==> src/rtl/uart_pkg.sv <==
// Shared types and constants for the result UART transmitter.
package uart_pkg;

  typedef enum logic [1:0] {
    IDLE,
    START,
    DATA,
    STOP
  } tx_state_e;

  localparam int unsigned FRAME_BYTES       = 5;
  localparam logic [7:0]  SYNC_BYTE_DEFAULT = 8'hA5;

endpackage

==> src/rtl/uart_byte_tx.sv <==
// 8N1 byte serializer: START/DATA/STOP sequencing with a baud counter.
module uart_byte_tx
  import uart_pkg::*;
#(
  parameter int unsigned CLK_DIV = 16
) (
  input  logic       clk,
  input  logic       rst,
  input  logic       byte_valid,
  input  logic [7:0] byte_data,
  output logic       byte_ready,
  output logic       txd,
  output logic       busy
);

  tx_state_e   state, state_next;
  logic [15:0] baud_cnt, baud_next;
  logic [2:0]  bit_idx, bit_next;
  logic [7:0]  data;
  logic        baud_tc;

  assign baud_tc = (baud_cnt == 16'(CLK_DIV - 1));
  assign busy    = (state != IDLE);

  always_comb begin
    state_next = state;
    bit_next   = bit_idx;
    byte_ready = 1'b0;
    baud_next  = (state == IDLE || baud_tc) ? '0 : baud_cnt + 16'd1;
    unique case (state)
      IDLE: begin
        if (byte_valid) begin
          byte_ready = 1'b1;
          state_next = START;
        end
      end
      START: begin
        if (baud_tc) begin
          state_next = DATA;
          bit_next   = '0;
        end
      end
      DATA: begin
        if (baud_tc) begin
          bit_next = bit_idx + 3'd1;
          if (bit_idx == 3'd7) state_next = STOP;
        end
      end
      STOP: begin
        // Accepting the next byte at the end of the stop bit keeps bytes gapless.
        if (baud_tc) begin
          if (byte_valid) begin
            byte_ready = 1'b1;
            state_next = START;
          end else begin
            state_next = IDLE;
          end
        end
      end
      default: state_next = IDLE;
    endcase
  end

  always_comb begin
    txd = 1'b1;
    case (state)
      START:   txd = 1'b0;
      DATA:    txd = data[bit_idx];
      default: txd = 1'b1;
    endcase
  end

  always_ff @(posedge clk) begin
    if (rst) begin
      state    <= IDLE;
      baud_cnt <= '0;
      bit_idx  <= '0;
      data     <= '0;
    end else begin
      state    <= state_next;
      baud_cnt <= baud_next;
      bit_idx  <= bit_next;
      if (byte_ready) data <= byte_data;
    end
  end

endmodule

==> src/rtl/result_uart_tx.sv <==
// Streams the CPU result word as a 5-byte UART frame whenever it changes or a send is forced.
module result_uart_tx
  import uart_pkg::*;
#(
  parameter int unsigned CLK_DIV   = 16,
  parameter logic [7:0]  SYNC_BYTE = SYNC_BYTE_DEFAULT
) (
  input  logic        clk,
  input  logic        rst,
  input  logic [31:0] result,
  input  logic        send_req,
  output logic        txd,
  output logic        busy,
  output logic [7:0]  ovr_cnt
);

  logic [31:0] last_seen, pend, shift_word;
  logic        pend_v;
  logic [2:0]  byte_idx;
  logic        chg, load_new, consume;
  logic        byte_valid, byte_ready;
  logic [7:0]  byte_data;

  assign chg = (result != last_seen) | send_req;

  // The sync byte of a new frame is requested both from idle and while the last byte is on the line.
  assign load_new   = !busy || (byte_idx == 3'(FRAME_BYTES - 1));
  assign byte_valid = load_new ? pend_v : 1'b1;
  assign consume    = byte_ready && load_new;

  always_comb begin
    byte_data = SYNC_BYTE;
    if (!load_new) begin
      case (byte_idx)
        3'd0:    byte_data = shift_word[7:0];
        3'd1:    byte_data = shift_word[15:8];
        3'd2:    byte_data = shift_word[23:16];
        default: byte_data = shift_word[31:24];
      endcase
    end
  end

  always_ff @(posedge clk) begin
    if (rst) begin
      last_seen  <= '0;
      pend       <= '0;
      pend_v     <= 1'b0;
      shift_word <= '0;
      byte_idx   <= '0;
      ovr_cnt    <= '0;
    end else begin
      last_seen <= result;
      if (chg) begin
        pend   <= result;
        pend_v <= 1'b1;
      end else if (consume) begin
        pend_v <= 1'b0;
      end
      if (chg && pend_v && !consume && ovr_cnt != '1) ovr_cnt <= ovr_cnt + 8'd1;
      if (byte_ready) begin
        if (load_new) begin
          shift_word <= pend;
          byte_idx   <= '0;
        end else begin
          byte_idx <= byte_idx + 3'd1;
        end
      end
    end
  end

  uart_byte_tx #(
    .CLK_DIV(CLK_DIV)
  ) u_byte_tx (
    .clk       (clk),
    .rst       (rst),
    .byte_valid(byte_valid),
    .byte_data (byte_data),
    .byte_ready(byte_ready),
    .txd       (txd),
    .busy      (busy)
  );

endmodule

==> config.mk <==
export PLATFORM = sky130hd
export DESIGN_NAME = result_uart_tx
export DESIGN_NICKNAME = d
export VERILOG_FILES = /design/src/rtl/uart_pkg.sv /design/src/rtl/uart_byte_tx.sv /design/src/rtl/result_uart_tx.sv
export SDC_FILE = /design/constraint.sdc
export NUM_CORES = 1
export LEC_CHECK = 0
export CORE_UTILIZATION = 40
export CTS_CLUSTER_DIAMETER = 150
export CTS_CLUSTER_SIZE = 10
export DETAILED_ROUTE_END_ITERATION = 16
export DONT_BUFFER_PORTS = 1
export GPL_TIMING_DRIVEN = 0
export PLACE_DENSITY = 0.61
export SLEW_MARGIN = 15
export SYNTH_ARGS = -nofsm -noshare
export SYNTH_HDL_FRONTEND = slang
export SYNTH_SLANG_ARGS = --single-unit
==> constraint.sdc <==
create_clock -name clk -period 2.44 [get_ports clk]
set_input_delay 0.488 -clock clk [delete_from_list [all_inputs] [get_ports clk]]
set_output_delay 0.488 -clock clk [all_outputs]
set_load 0.02 [all_outputs]
==> impl_metrics.sql, run 1 <==
INSERT INTO impl_metrics (metric_group, metric, value, unit) VALUES
('critical_path', 'cp_slowest_stage_delay', '0.46', 'ns'),
('outcome', 'run_status', 'complete, no violations', ''),
('drt', 'wl_per_cell', '15.95', 'µm'),
('clock_tree', 'cts_tree', 'built', ''),
('sta', 'worstMarginPinSlew', '0.7164', 'ns'),
('yosys', 'synth_cell_types', '48', ''),
('floorplan', 'dieArea', '15400', 'µm²'),
('yosys', 'synth.cell_area', '5962', 'µm²'),
('yosys', 'synth_top_cells_by_area', 'dfxtp_1 (46%), mux2i_1 (6.0%), xnor2_1 (5.7%), a21oi_2 (4.4%), nor2b_1 (4.2%)', ''),
('critical_path', 'cp-start-kind', 'register', ''),
('layout', 'layout.cells.non_filler', '832', ''),
('clock_tree', 'cts.sink_count', '137', ''),
('floorplan', 'pin_count', '45', ''),
('layout', 'final-seq-area', '2743', 'µm²'),
('critical_path', 'cp_slowest_cell', 'ha_1', ''),
('sta', 'final_max_slew_viol_count', '0', ''),
('place', 'dpl.hpwl', '9733', 'µm'),
('sta', 'final_critical_path_setup_slack', '0.1850', 'ns'),
('grt', 'number_of_antenna_violations_at_the_first_check_in_global_routing', '0', ''),
('clock_tree', 'clock_tree.root_cell', 'clkbuf_16', ''),
('sta', 'final.min_clock_period', '2.255', 'ns'),
('critical_path', 'category_of_the_worst_setup_path_capture_point', 'register', ''),
('place', 'dp_cells', '802', ''),
('place', 'placement.setup.worst_slack', '-0.02346', 'ns'),
('clock_tree', 'clock_tree.htree_level_count', '4', ''),
('yosys', 'ys_dominant_reg_cell', 'dfxtp_1', ''),
('layout', 'num-fill-cells', '1416', ''),
('sta', 'timing.slew.headroom', '0.5224', ''),
('place', 'port_buffers', '0', ''),
('grt', 'first_global_vias', '4204', ''),
('yosys', 'post_synth_top_area_cell', 'dfxtp_1', ''),
('yosys', 'syn_nets', '666', ''),
('power', 'cellPowerDensity', '1011', 'nW/µm²'),
('critical_path', 'cp_max_fo', '9', ''),
('drt', 'finalWirelength', '13270', 'µm'),
('floorplan', 'floorplan.initialDensity', '0.4102', ''),
('critical_path', 'critical_path_buf_inv_count', '1', ''),
('sta', 'holdWs', '0.1902', 'ns'),
('power', 'power.total', '6.855', 'mW'),
('drt', 'detail_route.first_pass.iterations', '7', ''),
('clock_tree', 'clockBufferDepth', '2', ''),
('sta', 'rsz0062_at_grt', 'false', ''),
('yosys', 'count_of_flip_flops_with_a_built_in_enable_after_synthesis', '0', ''),
('grt', 'globalRouteTotalUtil', '0.1847', ''),
('layout', 'post-route-util', '0.4667', ''),
('critical_path', 'path_cells', 'inv_1 -> ha_1 -> o21ai_0 -> a21oi_2 -> nand2_1 -> nor3b_1 -> mux2_2', ''),
('floorplan', 'core-area', '14530', 'µm²'),
('clock_tree', 'worst_skew_pair.late_latency', '0.42', 'ns'),
('place', 'placement.cell_area', '6192', 'µm²'),
('floorplan', 'rows', '44', ''),
('sta', 'report.final.hold_viol_count', '0', ''),
('clock_tree', 'path_clk_slew', '0.06', 'ns'),
('power', 'power.leakage', '2.369', 'nW'),
('clock_tree', 'cts-buffers-inserted', '17', ''),
('grt', 'grt-ovfl-total', '0', ''),
('critical_path', 'worst-setup-path-type', 'register to register', ''),
('floorplan', 'dieWidth', '124.1', 'µm'),
('yosys', 'synthesis.yosys.warnings', '0', ''),
('yosys', 'synth_seq_cells', '137', ''),
('yosys', 'synthesized_area_per_cell', '9.647', 'µm²'),
('run', 'maxCapViolCount', '0', ''),
('drt', 'initialDrtViolationCount', '247', ''),
('power', 'power.ir.vdd_worst', '0.5785', 'mV'),
('yosys', 'netlist.area_leader.share', '0.4600', ''),
('critical_path', 'cp_top_family', 'adder cells', ''),
('layout', 'nNetsFinal', '684', ''),
('yosys', 'synth-seq-area-share', '0.4600', ''),
('clock_tree', 'cts-hold-fix-buffers', '0', ''),
('grt', 'grt_first_pass_wirelength', '21220', 'µm'),
('drt', 'route.detailed.vias_per_inst', '5.148', ''),
('sta', 'setup_tns', '0', 'ns');
[state kept, by name, summed over array words and instances, names as in the netlist, 2 cells and up]
name / flops
u_byte_tx.data: 8
ovr_cnt: 8
byte_idx: 3
pend: 32
u_byte_tx.bit_idx: 3
u_byte_tx.state: 2
last_seen: 32
u_byte_tx.baud_cnt: 16
shift_word: 32
[power breakdown]
part,switching (mW),internal [mW]
sequential,0.171,2.46
combinational,0.990,0.646
clock,1.06,1.53
total,2.22,4.63
[path summary, 6_finish.rpt]
kind                            depth (start not counted)                    end             startpoint  slack (ns)
worst min-delay path                                    1          last_seen[24]             result[24]        0.19
worst max register to register                          7             ovr_cnt[3]     u_byte_tx.state[1]        0.18
worst min register to register                          1  u_byte_tx.baud_cnt[0]  u_byte_tx.baud_cnt[0]        0.44
worst max-delay path                                    7             ovr_cnt[3]     u_byte_tx.state[1]        0.18
[routing by layer]
metal / share of wire / global-route usage / up-vias
li1: - / - / 2133
met2: 0.48 / 0.3046 / 87
met3: 0.036 / 0.05403 / 11
met5: 0 / 0 / -
met1: 0.47 / 0.2308 / 2052
met4: 0.011 / 0.05804 / 0
[cells in the final DEF (no fill, tap or decap), types with 6 or more instances in the layout]
cell type / count
a21oi_1: 14
nor3_1: 8
clkbuf_1: 21
a222oi_1: 8
o21ai_0: 11
inv_1: 6
and3_1: 12
xnor2_1: 39
a21oi_2: 32
nand4_1: 12
buf_12: 6
nand3_1: 11
nor2_1: 64
nor2b_1: 40
nor3b_1: 6
dfxtp_1: 137
ha_1: 13
clkbuf_16: 17
mux2i_1: 36
nand2_2: 20
xor2_1: 7
nand2_1: 65
[cell type report]
cell class | count | area share
multi-input cells | 436 | 0.4300
flip-flops and latches | 137 | 0.4044
clock buffers | 17 | 0.06272
plain buffers | 37 | 0.04132
well taps | 184 | 0.03394
clock inverters | 14 | 0.02380
inverters | 7 | 0.003874
[cell usage after synthesis, types with 2 or more instances]
| cell type | n |
|---|---|
| o21ai_0 | 11 |
| nor2_1 | 64 |
| nor2b_1 | 40 |
| mux2_1 | 2 |
| mux2_4 | 2 |
| and3_1 | 12 |
| and4_1 | 2 |
| mux2i_1 | 36 |
| nor3_1 | 8 |
| a21oi_2 | 30 |
| nand3_1 | 11 |
| nand4_1 | 12 |
| nand2_1 | 65 |
| xor2_1 | 7 |
| buf_2 | 5 |
| nor3b_1 | 6 |
| a21oi_1 | 16 |
| mux4_2 | 2 |
| a211oi_1 | 5 |
| buf_8 | 2 |
| clkbuf_1 | 22 |
| nand2b_1 | 3 |
| nand2_2 | 20 |
| a222oi_1 | 8 |
| buf_4 | 2 |
| buf_12 | 6 |
| mux2_2 | 2 |
| dfxtp_1 | 137 |
| xnor2_1 | 39 |
| ha_1 | 13 |
| nor4_1 | 5 |
| inv_1 | 7 |
[kinds of logic after synthesis]
logic type / after synthesis / share of synthesized area
compound gates: 79 / 0.1009
xor+xnor: 46 / 0.06758
fa+ha+maj: 13 / 0.02728
buf+inv: 45 / 0.05205
flops: 137 / 0.4600
mux: 44 / 0.08059
simple gates: 254 / 0.2115
[timing repair]
| item | in CTS | in global routing |
|---|---|---|
| endpoints found under the setup margin | 0 | 5 |
| resized for setup | 0 | 3 |
| setup buffers | 0 | 0 |
(Power assumes the default switching activity.)
==> inputs of run 2 (changes only) <==
--- a/config.mk
+++ b/config.mk
@@ -6,7 +6,7 @@
 export NUM_CORES = 1
 export LEC_CHECK = 0
 export CORE_UTILIZATION = 40
-export CTS_CLUSTER_DIAMETER = 150
+export CTS_CLUSTER_DIAMETER = 40
 export CTS_CLUSTER_SIZE = 10
 export DETAILED_ROUTE_END_ITERATION = 16
 export DONT_BUFFER_PORTS = 1
@@ -16,3 +16,4 @@
 export SYNTH_ARGS = -nofsm -noshare
 export SYNTH_HDL_FRONTEND = slang
 export SYNTH_SLANG_ARGS = --single-unit
+export TNS_END_PERCENT = 50
==> results of run 2 <==
Final layout, timing and power as in run 1 (identical DEF).
